===== src/rtl/control_multi_pkg.sv =====
// Shared encodings for the riscy32_multi controller and datapath: opcodes, FSM states,
// ALU operation codes and the mux-select codes the controller drives.
package control_multi_pkg;

    typedef enum logic [3:0] {
        S_FETCH    = 4'd0,
        S_DECODE   = 4'd1,
        S_MEMADR   = 4'd2,
        S_MEMREAD  = 4'd3,
        S_MEMWB    = 4'd4,
        S_MEMWRITE = 4'd5,
        S_EXECR    = 4'd6,
        S_EXECI    = 4'd7,
        S_EXECU    = 4'd8,
        S_BRANCH   = 4'd9,
        S_JAL      = 4'd10,
        S_JALR     = 4'd11,
        S_ALUWB    = 4'd12,
        S_TRAP     = 4'd13
    } state_t;

    localparam logic [6:0] OP_LOAD   = 7'b0000011;
    localparam logic [6:0] OP_STORE  = 7'b0100011;
    localparam logic [6:0] OP_R      = 7'b0110011;
    localparam logic [6:0] OP_I      = 7'b0010011;
    localparam logic [6:0] OP_LUI    = 7'b0110111;
    localparam logic [6:0] OP_AUIPC  = 7'b0010111;
    localparam logic [6:0] OP_BRANCH = 7'b1100011;
    localparam logic [6:0] OP_JAL    = 7'b1101111;
    localparam logic [6:0] OP_JALR   = 7'b1100111;

    localparam logic [3:0] ALU_ADD = 4'd0;
    localparam logic [3:0] ALU_SUB = 4'd8;

    localparam logic [2:0] IMM_I = 3'b000;
    localparam logic [2:0] IMM_S = 3'b001;
    localparam logic [2:0] IMM_B = 3'b010;
    localparam logic [2:0] IMM_J = 3'b011;
    localparam logic [2:0] IMM_U = 3'b100;

    localparam logic [1:0] SRCA_PC    = 2'b00;
    localparam logic [1:0] SRCA_OLDPC = 2'b01;
    localparam logic [1:0] SRCA_RS1   = 2'b10;
    localparam logic [1:0] SRCA_ZERO  = 2'b11;

    localparam logic [1:0] SRCB_RS2  = 2'b00;
    localparam logic [1:0] SRCB_IMM  = 2'b01;
    localparam logic [1:0] SRCB_FOUR = 2'b10;

    localparam logic [1:0] RES_ALUOUT = 2'b00;
    localparam logic [1:0] RES_MEM    = 2'b01;
    localparam logic [1:0] RES_ALU    = 2'b10;

    localparam int FLAG_N = 3;
    localparam int FLAG_Z = 2;
    localparam int FLAG_C = 1;
    localparam int FLAG_V = 0;

endpackage


===== src/rtl/control_multi_branch_cond.sv =====
// Branch condition evaluator: funct3 and ALU flags {N,Z,C,V} -> taken, plus valid for
// the six defined RV32I branch encodings.
module branch_cond
    import control_multi_pkg::*;
(
    input  logic [2:0] funct3_i,
    input  logic [3:0] flags_i,
    output logic       taken_o,
    output logic       valid_o
);

    // Flags come from rs1 - rs2, so signed compares use N^V and unsigned use the carry.
    always_comb begin
        taken_o = 1'b0;
        valid_o = 1'b1;
        case (funct3_i)
            3'd0:    taken_o = flags_i[FLAG_Z];
            3'd1:    taken_o = ~flags_i[FLAG_Z];
            3'd4:    taken_o = flags_i[FLAG_N] ^ flags_i[FLAG_V];
            3'd5:    taken_o = ~(flags_i[FLAG_N] ^ flags_i[FLAG_V]);
            3'd6:    taken_o = ~flags_i[FLAG_C];
            3'd7:    taken_o = flags_i[FLAG_C];
            default: valid_o = 1'b0;
        endcase
    end

endmodule


===== src/rtl/control_multi.sv =====
// Multicycle RV32I main controller: Moore FSM sequencing fetch/decode/execute/memory/writeback
// over a shared memory and single ALU, with wait-states, jalr/auipc, illegal-op trap and retire.
module control_multi
    import control_multi_pkg::*;
#(
    parameter int MEM_WAIT  = 1,
    parameter int EN_JALR   = 1,
    parameter int EN_AUIPC  = 1,
    parameter int ALUCTRL_W = 4
) (
    input  logic                 clk,
    input  logic                 rst,
    input  logic [6:0]           op,
    input  logic [2:0]           funct3,
    input  logic                 funct7,
    input  logic [3:0]           flags,
    input  logic                 mem_ready,
    output logic                 PCWrite,
    output logic                 AdrSrc,
    output logic                 IRWrite,
    output logic                 MemWrite,
    output logic                 RegWrite,
    output logic [1:0]           ResultSrc,
    output logic [1:0]           ALUSrcA,
    output logic [1:0]           ALUSrcB,
    output logic [2:0]           ImmSrc,
    output logic [ALUCTRL_W-1:0] ALUControl,
    output logic                 illegal,
    output logic                 retire
);

    state_t     state_q, state_d;
    logic       mem_ok_s;
    logic       br_taken_s, br_valid_s;
    logic       pc_write_s, adr_src_s, ir_write_s, mem_write_s, reg_write_s;
    logic       illegal_s, retire_s;
    logic [1:0] result_src_s, alu_src_a_s, alu_src_b_s;
    logic [2:0] imm_src_s;
    logic [3:0] alu_ctrl_s;

    assign mem_ok_s = (MEM_WAIT != 0) ? mem_ready : 1'b1;

    branch_cond u_branch_cond (
        .funct3_i (funct3),
        .flags_i  (flags),
        .taken_o  (br_taken_s),
        .valid_o  (br_valid_s)
    );

    // State register.
    always_ff @(posedge clk or posedge rst) begin
        if (rst) begin
            state_q <= S_FETCH;
        end else begin
            state_q <= state_d;
        end
    end

    // Next-state and per-state control outputs.
    always_comb begin
        state_d      = state_q;
        pc_write_s   = 1'b0;
        adr_src_s    = 1'b0;
        ir_write_s   = 1'b0;
        mem_write_s  = 1'b0;
        reg_write_s  = 1'b0;
        illegal_s    = 1'b0;
        retire_s     = 1'b0;
        result_src_s = RES_ALUOUT;
        alu_src_a_s  = SRCA_PC;
        alu_src_b_s  = SRCB_RS2;
        imm_src_s    = IMM_I;
        alu_ctrl_s   = ALU_ADD;
        case (state_q)
            S_FETCH: begin
                alu_src_b_s  = SRCB_FOUR;
                result_src_s = RES_ALU;
                ir_write_s   = mem_ok_s;
                pc_write_s   = mem_ok_s;
                if (mem_ok_s) state_d = S_DECODE;
                else          state_d = S_FETCH;
            end
            S_DECODE: begin
                alu_src_a_s = SRCA_OLDPC;
                alu_src_b_s = SRCB_IMM;
                imm_src_s   = IMM_B;
                case (op)
                    OP_LOAD, OP_STORE: state_d = S_MEMADR;
                    OP_R:              state_d = S_EXECR;
                    OP_I:              state_d = S_EXECI;
                    OP_LUI:            state_d = S_EXECU;
                    OP_AUIPC:          state_d = (EN_AUIPC != 0) ? S_EXECU : S_TRAP;
                    OP_BRANCH:         state_d = S_BRANCH;
                    OP_JAL:            state_d = S_JAL;
                    OP_JALR:           state_d = (EN_JALR != 0) ? S_JALR : S_TRAP;
                    default:           state_d = S_TRAP;
                endcase
            end
            S_MEMADR: begin
                alu_src_a_s = SRCA_RS1;
                alu_src_b_s = SRCB_IMM;
                if (op == OP_LOAD) begin
                    imm_src_s = IMM_I;
                    state_d   = S_MEMREAD;
                end else begin
                    imm_src_s = IMM_S;
                    state_d   = S_MEMWRITE;
                end
            end
            S_MEMREAD: begin
                adr_src_s = 1'b1;
                if (mem_ok_s) state_d = S_MEMWB;
                else          state_d = S_MEMREAD;
            end
            S_MEMWB: begin
                result_src_s = RES_MEM;
                reg_write_s  = 1'b1;
                retire_s     = 1'b1;
                state_d      = S_FETCH;
            end
            S_MEMWRITE: begin
                adr_src_s   = 1'b1;
                mem_write_s = 1'b1;
                retire_s    = mem_ok_s;
                if (mem_ok_s) state_d = S_FETCH;
                else          state_d = S_MEMWRITE;
            end
            S_EXECR: begin
                alu_src_a_s = SRCA_RS1;
                alu_ctrl_s  = {funct7, funct3};
                state_d     = S_ALUWB;
            end
            S_EXECI: begin
                // Only shifts carry a meaningful funct7 bit in I-type; elsewhere it is immediate.
                alu_src_a_s = SRCA_RS1;
                alu_src_b_s = SRCB_IMM;
                if ((funct3 == 3'd1) || (funct3 == 3'd5)) alu_ctrl_s = {funct7, funct3};
                else                                      alu_ctrl_s = {1'b0, funct3};
                state_d = S_ALUWB;
            end
            S_EXECU: begin
                imm_src_s   = IMM_U;
                alu_src_b_s = SRCB_IMM;
                if (op == OP_LUI) alu_src_a_s = SRCA_ZERO;
                else              alu_src_a_s = SRCA_OLDPC;
                state_d = S_ALUWB;
            end
            S_ALUWB: begin
                reg_write_s = 1'b1;
                retire_s    = 1'b1;
                state_d     = S_FETCH;
            end
            S_BRANCH: begin
                alu_src_a_s = SRCA_RS1;
                alu_ctrl_s  = ALU_SUB;
                if (br_valid_s) begin
                    pc_write_s = br_taken_s;
                    retire_s   = 1'b1;
                    state_d    = S_FETCH;
                end else begin
                    state_d = S_TRAP;
                end
            end
            S_JALR: begin
                alu_src_a_s = SRCA_RS1;
                alu_src_b_s = SRCB_IMM;
                state_d     = S_JAL;
            end
            S_JAL: begin
                alu_src_a_s = SRCA_OLDPC;
                alu_src_b_s = SRCB_FOUR;
                pc_write_s  = 1'b1;
                state_d     = S_ALUWB;
            end
            S_TRAP: begin
                illegal_s = 1'b1;
                state_d   = S_TRAP;
            end
            // Unreachable encodings are treated as corruption and parked in the trap.
            default: state_d = S_TRAP;
        endcase
    end

    // Reset forces every strobe and select low so no partial write can escape an abort.
    always_comb begin
        if (rst) begin
            PCWrite    = 1'b0;
            AdrSrc     = 1'b0;
            IRWrite    = 1'b0;
            MemWrite   = 1'b0;
            RegWrite   = 1'b0;
            ResultSrc  = 2'b00;
            ALUSrcA    = 2'b00;
            ALUSrcB    = 2'b00;
            ImmSrc     = 3'b000;
            ALUControl = '0;
            illegal    = 1'b0;
            retire     = 1'b0;
        end else begin
            PCWrite    = pc_write_s;
            AdrSrc     = adr_src_s;
            IRWrite    = ir_write_s;
            MemWrite   = mem_write_s;
            RegWrite   = reg_write_s;
            ResultSrc  = result_src_s;
            ALUSrcA    = alu_src_a_s;
            ALUSrcB    = alu_src_b_s;
            ImmSrc     = imm_src_s;
            ALUControl = ALUCTRL_W'(alu_ctrl_s);
            illegal    = illegal_s;
            retire     = retire_s;
        end
    end

endmodule


===== config.mk =====
export PLATFORM = sky130hd
export DESIGN_NAME = control_multi
export DESIGN_NICKNAME = d
export VERILOG_FILES = /design/src/rtl/control_multi_pkg.sv /design/src/rtl/control_multi_branch_cond.sv /design/src/rtl/control_multi.sv
export SDC_FILE = /design/constraint.sdc
export NUM_CORES = 1
export LEC_CHECK = 0
export ABC_AREA = 1
export BUFFER_PORTS_ARGS = -buffer_cell sky130_fd_sc_hd__clkbuf_2
export CAP_MARGIN = 10
export CORE_MARGIN = 2
export CORE_UTILIZATION = 48
export CTS_CLUSTER_DIAMETER = 60
export DETAILED_ROUTE_END_ITERATION = 7
export PLACE_DENSITY = 0.87
export SLEW_MARGIN = 25
export SYNTH_ARGS = -nofsm -noshare
export SYNTH_HDL_FRONTEND = slang
export SYNTH_SLANG_ARGS = --single-unit

===== constraint.sdc =====
create_clock -name clk -period 2.4 [get_ports clk]
set_input_delay 0.24 -clock clk [delete_from_list [all_inputs] [get_ports clk]]
set_output_delay 0.24 -clock clk [all_outputs]
set_load 0.01 [all_outputs]

## Word level (Yosys, flattened, before mapping)

Index checks and enable logic that the tools add are counted.

| storage, ports and cells | value |
|---|---|
| input bits | 18 |
| word-level logic and storage cells | 83 |
| output and inout port bits | 20 |
| bits in registers | 4 |

| cells by class | value |
|---|---|
| reduce and logical (&&, ||, !) cells | 13 |
| bitwise gates (word level) | 4 |
| equality and inequality tests | 27 |
| multiplexer cells | 38 |

Operators by type and width:

| operator | number |
|---|---|
| case mux 4 bit (9 select lines) | 1 |
| case mux 4 bit (7 select lines) | 1 |
| == test 4 bit, second input constant | 6 |
| == test 7 x 6 -> 1 bit, second input constant | 3 |
| == test 7 bit, second input constant | 3 |
| 2-to-1 mux 1 bit | 17 |
| == test 4 x 3 -> 1 bit, second input constant | 4 |
| == test 7 x 5 -> 1 bit, second input constant | 2 |
| == test 3 bit, second input constant | 4 |
| 2-to-1 mux 3 bit | 4 |
| 2-to-1 mux 4 bit | 3 |
| case mux 4 bit (3 select lines) | 1 |
| OR reduction 2 bit | 6 |
| OR reduction 5 bit | 2 |
| case mux 3 bit (3 select lines) | 1 |
| == test 4 x 2 -> 1 bit, second input constant | 2 |
| 2-to-1 mux 2 bit | 4 |
| case mux 2 bit (2 select lines) | 2 |
| == test 7 x 2 -> 1 bit, second input constant | 1 |
| case mux 1 bit (3 select lines) | 2 |
| case mux 1 bit (6 select lines) | 1 |
| case mux 2 bit (3 select lines) | 1 |
| OR reduction 6 bit | 1 |
| == test 4 x 1 -> 1 bit, second input constant | 1 |
| other kinds (7) | 9 |

## Logic depth before layout (Yosys ltp)

Gate-level depths: netlist of run 1.

| logic depth | value |
|---|---|
| word-level depth | 6 |
| mapped depth | 10 |
| gate-level depth less buffers | 9 |

## By module

A second synthesis of run 1 with hierarchy kept.

| second synthesis, totals | value |
|---|---|
| cell total of the unflattened synthesis | 161 |
| area, all modules | 817.0 um2 |

Modules (own cells, without submodules):

| module | cells an instance | instances | seq. area each (um2) | area an instance (um2) |
|---|---|---|---|---|
| control_multi | 133 | 1 | 100.1 | 693.2 |
| branch_cond | 28 | 1 | 0.0 | 123.9 |

## Worst setup path after synthesis of run 1

OpenSTA, ideal clock, no wires.

| timing path | value |
|---|---|
| path kind | register to output |
| from | reg state_q[1] |
| to | out PCWrite |
| required time | 2160 ps |
| cell stages (with the launch flop) | 9 |
| buffers on the path | 1 |
| data arrival time | 1199 ps |
| path slack | 961 ps |
| path through | dfrtp_1 -> buf_4 -> nor2_1 -> inv_1 -> nor2_1 -> nand2_1 -> nand2_1 -> inv_1 -> a21oi_1 |

| between the ends | value |
|---|---|
| cells in the longest elaborated chain, start to end | 3 |
| elaborated cells on any way between the ends | 5 |
| classes of those cells | eq/ne: 2; mux: 2; reduce/logical: 1 |

Ends and longest elaborated chain:

| element | RTL line | RTL |
|---|---|---|
| start: declaration | control_multi.sv:32 | `state_t state_q, state_d;` |
| start signal: assignment | control_multi.sv:55 | `state_q <= state_d;` |
| == test 4 bit or zero test 4 bit (tied branches) | control_multi.sv:74 | `case (state_q)` |
| case mux 1 bit (3 select lines) * | control_multi.sv:74 |  |
| 2-to-1 mux 1 bit * | control_multi.sv:186 | `if (rst) begin` |
| end: declaration | control_multi.sv:18 | `output logic PCWrite,` |

Mark *: on every way between the ends. The rest lies on a longest branch, timed or not.

## Final worst setup path of run 1

| timing path | value |
|---|---|
| from | reg state_q[3] |
| to | out PCWrite |

Same word-level chain as after synthesis.

==> results.sh, run 1 <==
export IMPL_crit_fanout=6
export IMPL_synth_largest_area_cell="nand2_1"
export IMPL_largest_register_ffs=4
export IMPL_outcome="finished, final reports clean"
export IMPL_multi_input_area_sq_um=524
export IMPL_worst_pin_slew_ns=0.323
export IMPL_htree_levels=1
export IMPL_grt_ovfl_total=0
export IMPL_cts_clk_slew_worst_paths_ns=0.04
export IMPL_period_needed_ns=1.85
export IMPL_crit_required_ns=2.16
export IMPL_place_gp_congestion=0.900
export IMPL_port_buffer_count=37
export IMPL_final_period_utilization_pct=77.0
export IMPL_hold_violations=0
export IMPL_slew_headroom_pct=78.3
export IMPL_cts_setup_buffers=0
export IMPL_critPathLaunch="state_q[3]$_DFF_PP0_"
export IMPL_ys_seq_area_share_pct=13.3
export IMPL_die_area_sq_um=1900
export IMPL_async_flop_share_pct=100
export IMPL_ys_flop_type="dfrtp_1"
export IMPL_synth_top_family_by_area="simple AND/OR/NAND/NOR gates"
export IMPL_ys_ff_latch=4
export IMPL_fin_hold_ws_ns=0.0945
export IMPL_power_density_nw_per_um2=214
export IMPL_yosys_top_cells_area="nand2_1, inv_1, nor2_1, dfrtp_1, nand3_1"
export IMPL_antenna_found_initial=0
export IMPL_core_sq_um=1490
export IMPL_fin_nets=209
export IMPL_min_path_type="in -> async"
export IMPL_syn_area_sq_um=752
export IMPL_ctsResizeCount=0
export IMPL_hpwl_um=1800
export IMPL_grt_max_degree=16
export IMPL_largest_register="state_q"
export IMPL_seq_area_sq_um=100
export IMPL_viasPerCell=5.23
export IMPL_rsz0062_at_grt="no"
export IMPL_cts_hold_buf=0
export IMPL_synth_top_area_share_pct=18.0
export IMPL_rows=14
export IMPL_drt_initial_drc_count=21
export IMPL_setup_viol=0
export IMPL_final_max_slew_viol_count=0
export IMPL_synth_xor_area_share_pct=1.16
export IMPL_fin_util_pct=65.0
export IMPL_r2r_start="state_q[1]$_DFF_PP0_"
export IMPL_synth_net_count=169
export IMPL_syn_inst=151
export IMPL_die_w_um=43.6
export IMPL_leakagePower_nw=0.526
export IMPL_cts_buffer_depth=2
export IMPL_dr_total_vias=1073
export IMPL_synth_edf_count=0
export IMPL_largestRegisters="state_q x4"
export IMPL_endpoint_kind="primary output"
export IMPL_start_kind="flip-flop"
export IMPL_initial_utilization_pct=50.5
export IMPL_yosysWarningCount=0
export IMPL_numCtsBuffers=3
export IMPL_worstSkewPairLatency_ns=0.24
export IMPL_dr_pass1_iters=4
export IMPL_area_delta_synth_final_pct=28.8
export IMPL_ant_nets=0
export IMPL_num_fill_cells=154
export IMPL_critical_path_arrival_ns=1.61
export IMPL_antenna_cells=0
export IMPL_grt_pass1_wl_um=3420
export IMPL_max_freq_ghz=0.541
export IMPL_clockRootBuffer="clkbuf_4"
export IMPL_synth_common_cells="nand2_1, inv_1, nor2_1"
export IMPL_synth_adder_area_share_pct=0
export IMPL_post_route_drc_count=0
export IMPL_die_y_um=43.6
export IMPL_wl_um=2090
export IMPL_netlist_cell_type_count=18
export IMPL_grt_pass1_vias=879
export IMPL_drive_gt1_share_pct=24.3
export IMPL_fin_tns_setup_ns=0
export IMPL_routedWlPerCell_um=10.2
export IMPL_skew_ns=0.00480
export IMPL_muxShareOfSynthArea_pct=0
export IMPL_maxCapViolCount=0
export IMPL_grtUsageTotal_pct=23.1
export IMPL_critPathKind="reg -> out"
export IMPL_synth_area_per_cell_sq_um=4.98
export IMPL_ios=38
export IMPL_yosysMostFrequentCell="nand2_1"
export IMPL_clock_sinks=4
export IMPL_synth_compound_area_share_pct=13.0
export IMPL_yosys_area_share_simple_pct=55.6
export IMPL_cts_tree="yes"
export IMPL_peakVddDrop_mv=0.180
## cells by family (layout without fill, tap and decap cells)
logic type,Yosys count,in the layout
AND/OR/NAND/NOR,95,95
XOR/XNOR,1,1
flip-flops,4,4
buffers and inverters,33,71
AO/OA/AOI/OAI,18,18
## path summary, 6_finish.rpt
check,slack (ns),to,depth (start not counted)
setup / recovery,0.55,PCWrite,8
hold / removal,0.09,state_q[1]$_DFF_PP0_,2
setup reg to reg,1.02,state_q[2]$_DFF_PP0_,9
hold reg to reg,0.74,state_q[3]$_DFF_PP0_,3
max in group asynchronous,2.11,state_q[2]$_DFF_PP0_,2
min in group clk,0.36,state_q[1]$_DFF_PP0_,4
## area by class of cell
class,count,area share [%]
sequential,4,10.3
timing repair buffer,37,19.1
multi-input combinational,114,54.1
tap,16,2.07
inverter,31,12.0
clock buffer,3,2.33
## layout by cell type, fill, tap and decap left out, types with 2 or more instances in the layout
cell      count
nand3_1      11
o21ai_0       5
clkbuf_4      3
nor2_4        2
clkbuf_2     37
nor3_1       11
inv_1        29
a31oi_1       4
a21oi_1       8
nor2_1       29
dfrtp_1       4
nand4_1       4
nand2_1      36
inv_2         2
## power by group
group | leakage [nW] | switching [mW] | internal (mW)
Combinational | 0.472 | 0.0344 | 0.0204
Sequential | 0.0402 | 0 | 0.0678
Clock | 0.0138 | 0.0290 | 0.0560
Total | 0.526 | 0.0634 | 0.144
## per-layer routing
metal  share of wire, %  wire, um  up-vias  track usage [%]
met2                 53      1120       43             44.7
li1                   -         -      554                -
met3                6.4       134        4             1.25
met1                 39       808      472             25.8
met4                1.6        34        0             9.09
met5                  0         0        -                0
## metrics by stage
| step | cells | setup WS, ns | cell area [sq um] | total power, mW |
|---|---|---|---|---|
| after floorplan | 151 | 0.961 | 752 | 0.0961 |
| final | 205 | 0.552 | 968 | 0.208 |
| after global placement | 202 | 0.825 | 946 | 0.121 |
| after detailed placement | 202 | 0.815 | 946 | 0.123 |
| after CTS | 205 | 0.551 | 968 | 0.210 |
| after global routing | 205 | 0.362 | 968 | 0.223 |
## worst max-delay path, cell delays in order (launching register included)
cell and delay, ns:
dfrtp_1 0.45, nor2_1 0.20, inv_2 0.08, nor2_1 0.14, nand2_1 0.11, nand2_1 0.07, inv_1 0.04, a21oi_1 0.12
clkbuf_2 0.15
No activity file was read; power rests on OpenSTA's default activity.
==> run 2, diff against run 1 <==
--- a/config.mk
+++ b/config.mk
@@ -9,10 +9,10 @@
 export BUFFER_PORTS_ARGS = -buffer_cell sky130_fd_sc_hd__clkbuf_2
 export CAP_MARGIN = 10
 export CORE_MARGIN = 2
-export CORE_UTILIZATION = 48
+export CORE_UTILIZATION = 40
 export CTS_CLUSTER_DIAMETER = 60
 export DETAILED_ROUTE_END_ITERATION = 7
-export PLACE_DENSITY = 0.87
+export PLACE_DENSITY = 0.77
 export SLEW_MARGIN = 25
 export SYNTH_ARGS = -nofsm -noshare
 export SYNTH_HDL_FRONTEND = slang
==> constraint.sdc (replaced) <==
create_clock -name clk -period 1.7 [get_ports clk]
set_input_delay 0.17 -clock clk [delete_from_list [all_inputs] [get_ports clk]]
set_output_delay 0.17 -clock clk [all_outputs]
set_load 0.01 [all_outputs]
==> results.sh, run 2 (synthesis results as in run 1) <==
export IMPL_outcome="finished, final reports clean"
export IMPL_worstSkewPairLatency_ns=0.22
export IMPL_crit_fanout=8
export IMPL_place_gp_congestion=0.863
export IMPL_numCtsBuffers=3
export IMPL_setup_viol=0
export IMPL_core_sq_um=1750
export IMPL_maxCapViolCount=0
export IMPL_fin_nets=212
export IMPL_cts_tree="yes"
export IMPL_critPathKind="reg -> out"
export IMPL_stdcell_count=217
export IMPL_crit_required_ns=1.53
export IMPL_slew_headroom_pct=79.4
export IMPL_power_density_nw_per_um2=267
export IMPL_num_fill_cells=174
export IMPL_fin_util_pct=60.6
export IMPL_htree_levels=1
export IMPL_area_delta_synth_final_pct=40.6
export IMPL_slowest_delay_ns=0.47
export IMPL_largestRegisters="state_q x4"
export IMPL_skew_ns=0.00110
export IMPL_drive_gt1_share_pct=33.3
export IMPL_cts_hold_buf=0
export IMPL_multi_input_area_sq_um=574
export IMPL_ios=38
export IMPL_peakVddDrop_mv=0.276
export IMPL_critical_path_arrival_ns=1.47
export IMPL_final_period_utilization_pct=96.3
export IMPL_rsz0062_at_grt="yes"
export IMPL_initial_utilization_pct=43.1
export IMPL_period_needed_ns=1.64
export IMPL_fin_hold_ws_ns=0.0453
export IMPL_min_path_type="in -> async"
export IMPL_post_route_drc_count=0
export IMPL_worst_pin_slew_ns=0.307
export IMPL_die_w_um=47.4
export IMPL_die_area_sq_um=2240
export IMPL_largest_register="state_q"
export IMPL_final_max_slew_viol_count=0
export IMPL_die_y_um=47.4
export IMPL_rows=15
export IMPL_cts_buffer_depth=2
export IMPL_ant_nets=0
export IMPL_layout_commonest_cell="nand2_1"
export IMPL_hpwl_um=1760
export IMPL_cp_slowest_cell="dfrtp_2"
export IMPL_hold_violations=0
export IMPL_routedWlPerCell_um=10.4
export IMPL_drt_initial_drc_count=38
export IMPL_dp_cells=211
export IMPL_endpoint_kind="primary output"
export IMPL_seq_area_sq_um=105
export IMPL_antenna_cells=0
export IMPL_dr_pass1_iters=5
export IMPL_grtUsageTotal_pct=18.9
export IMPL_grt_ovfl_total=0
export IMPL_dr_total_vias=1074
export IMPL_largest_register_ffs=4
export IMPL_leakagePower_nw=0.542
export IMPL_start_kind="flip-flop"
export IMPL_clockRootBuffer="clkbuf_4"
export IMPL_antenna_found_initial=0
export IMPL_grt_max_degree=16
export IMPL_wl_um=2250
export IMPL_cts_clk_slew_worst_paths_ns=0.03
export IMPL_viasPerCell=4.95
export IMPL_layout_common_cells="nand2_1, clkbuf_2, inv_1"
export IMPL_grt_pass1_vias=889
export IMPL_max_freq_ghz=0.611
export IMPL_clock_sinks=4
export IMPL_port_buffer_count=37
export IMPL_grt_pass1_wl_um=3180
export IMPL_cp_cell_sequence="inv_2 > nand2_2 > nor2_4 > a21oi_1 > nor3_1 > buf_2"
export IMPL_path_delay_family="flip-flops"
export IMPL_critPathBufInv=2
[run 2: changes by cell type in the layout (fill, tap and decap cells not counted), moves of 3 or more]
cell,previous run,this run
nor2_1,29,22
buf_2,0,5
clkbuf_2,37,32
dfrtp_1,4,0
dfrtp_2,0,4
nor2_4,2,6
buf_4,0,3
nand2_1,36,33
nor2_2,1,4
[run 2: cell type report]
cell class,count,area share [%]
Clock buffer,3,2.13
Inverter,31,11.0
Multi-Input combinational cell,114,54.3
Sequential cell,4,9.94
Tap cell,25,2.96
Timing Repair Buffer,40,19.6
[run 2: final timing paths]
path	end	cells past startpoint	start	slack (ns)
min in group clk	state_q[1]$_DFF_PP0_	4	op[5]	0.31
max in group asynchronous	state_q[3]$_DFF_PP0_	2	rst	1.45
worst min register to register	state_q[3]$_DFF_PP0_	4	state_q[1]$_DFF_PP0_	0.77
worst min-delay path	state_q[0]$_DFF_PP0_	2	rst	0.05
worst max-delay path	ALUControl[3]	6	state_q[1]$_DFF_PP0_	0.06
worst max register to register	state_q[2]$_DFF_PP0_	10	state_q[3]$_DFF_PP0_	0.21
[run 2: repair_timing]
| action | 4_1_cts | 5_1_grt |
|---|---|---|
| pin swaps | 1 | 4 |
| buffers inserted | 1 | 2 |
| endpoints found under the setup margin | 5 | 8 |
| gates resized for setup | 8 | 18 |
[run 2: per-stage QoR]
step	instance area, sq um	power [mW]	setup TNS [ns]	setup WS (ns)
2_1_floorplan	752	0.136	0	0.331
3_3_place_gp	957	0.170	0	0.223
3_5_place_dp	957	0.173	0	0.196
4_1_cts	1010	0.285	-0.0154	-0.0154
5_1_grt	1060	0.302	-0.0416	-0.0215
6_report	1060	0.282	0	0.0625
[run 2: power breakdown]
group	leakage, nW	internal (mW)	switching (mW)	total, mW
clock	0.0138	0.0784	0.0311	0.110
combinational	0.491	0.0288	0.0480	0.0769
sequential	0.0376	0.0958	0	0.0958
[run 2: per-layer routing]
metal | part of all wire, % | vias up | GRT usage [%]
met5 | 0 | - | 0
met4 | 0 | 0 | 4.44
met3 | 6.3 | 0 | 0
met1 | 42 | 477 | 20.7
met2 | 52 | 38 | 38.9
li1 | - | 559 | -
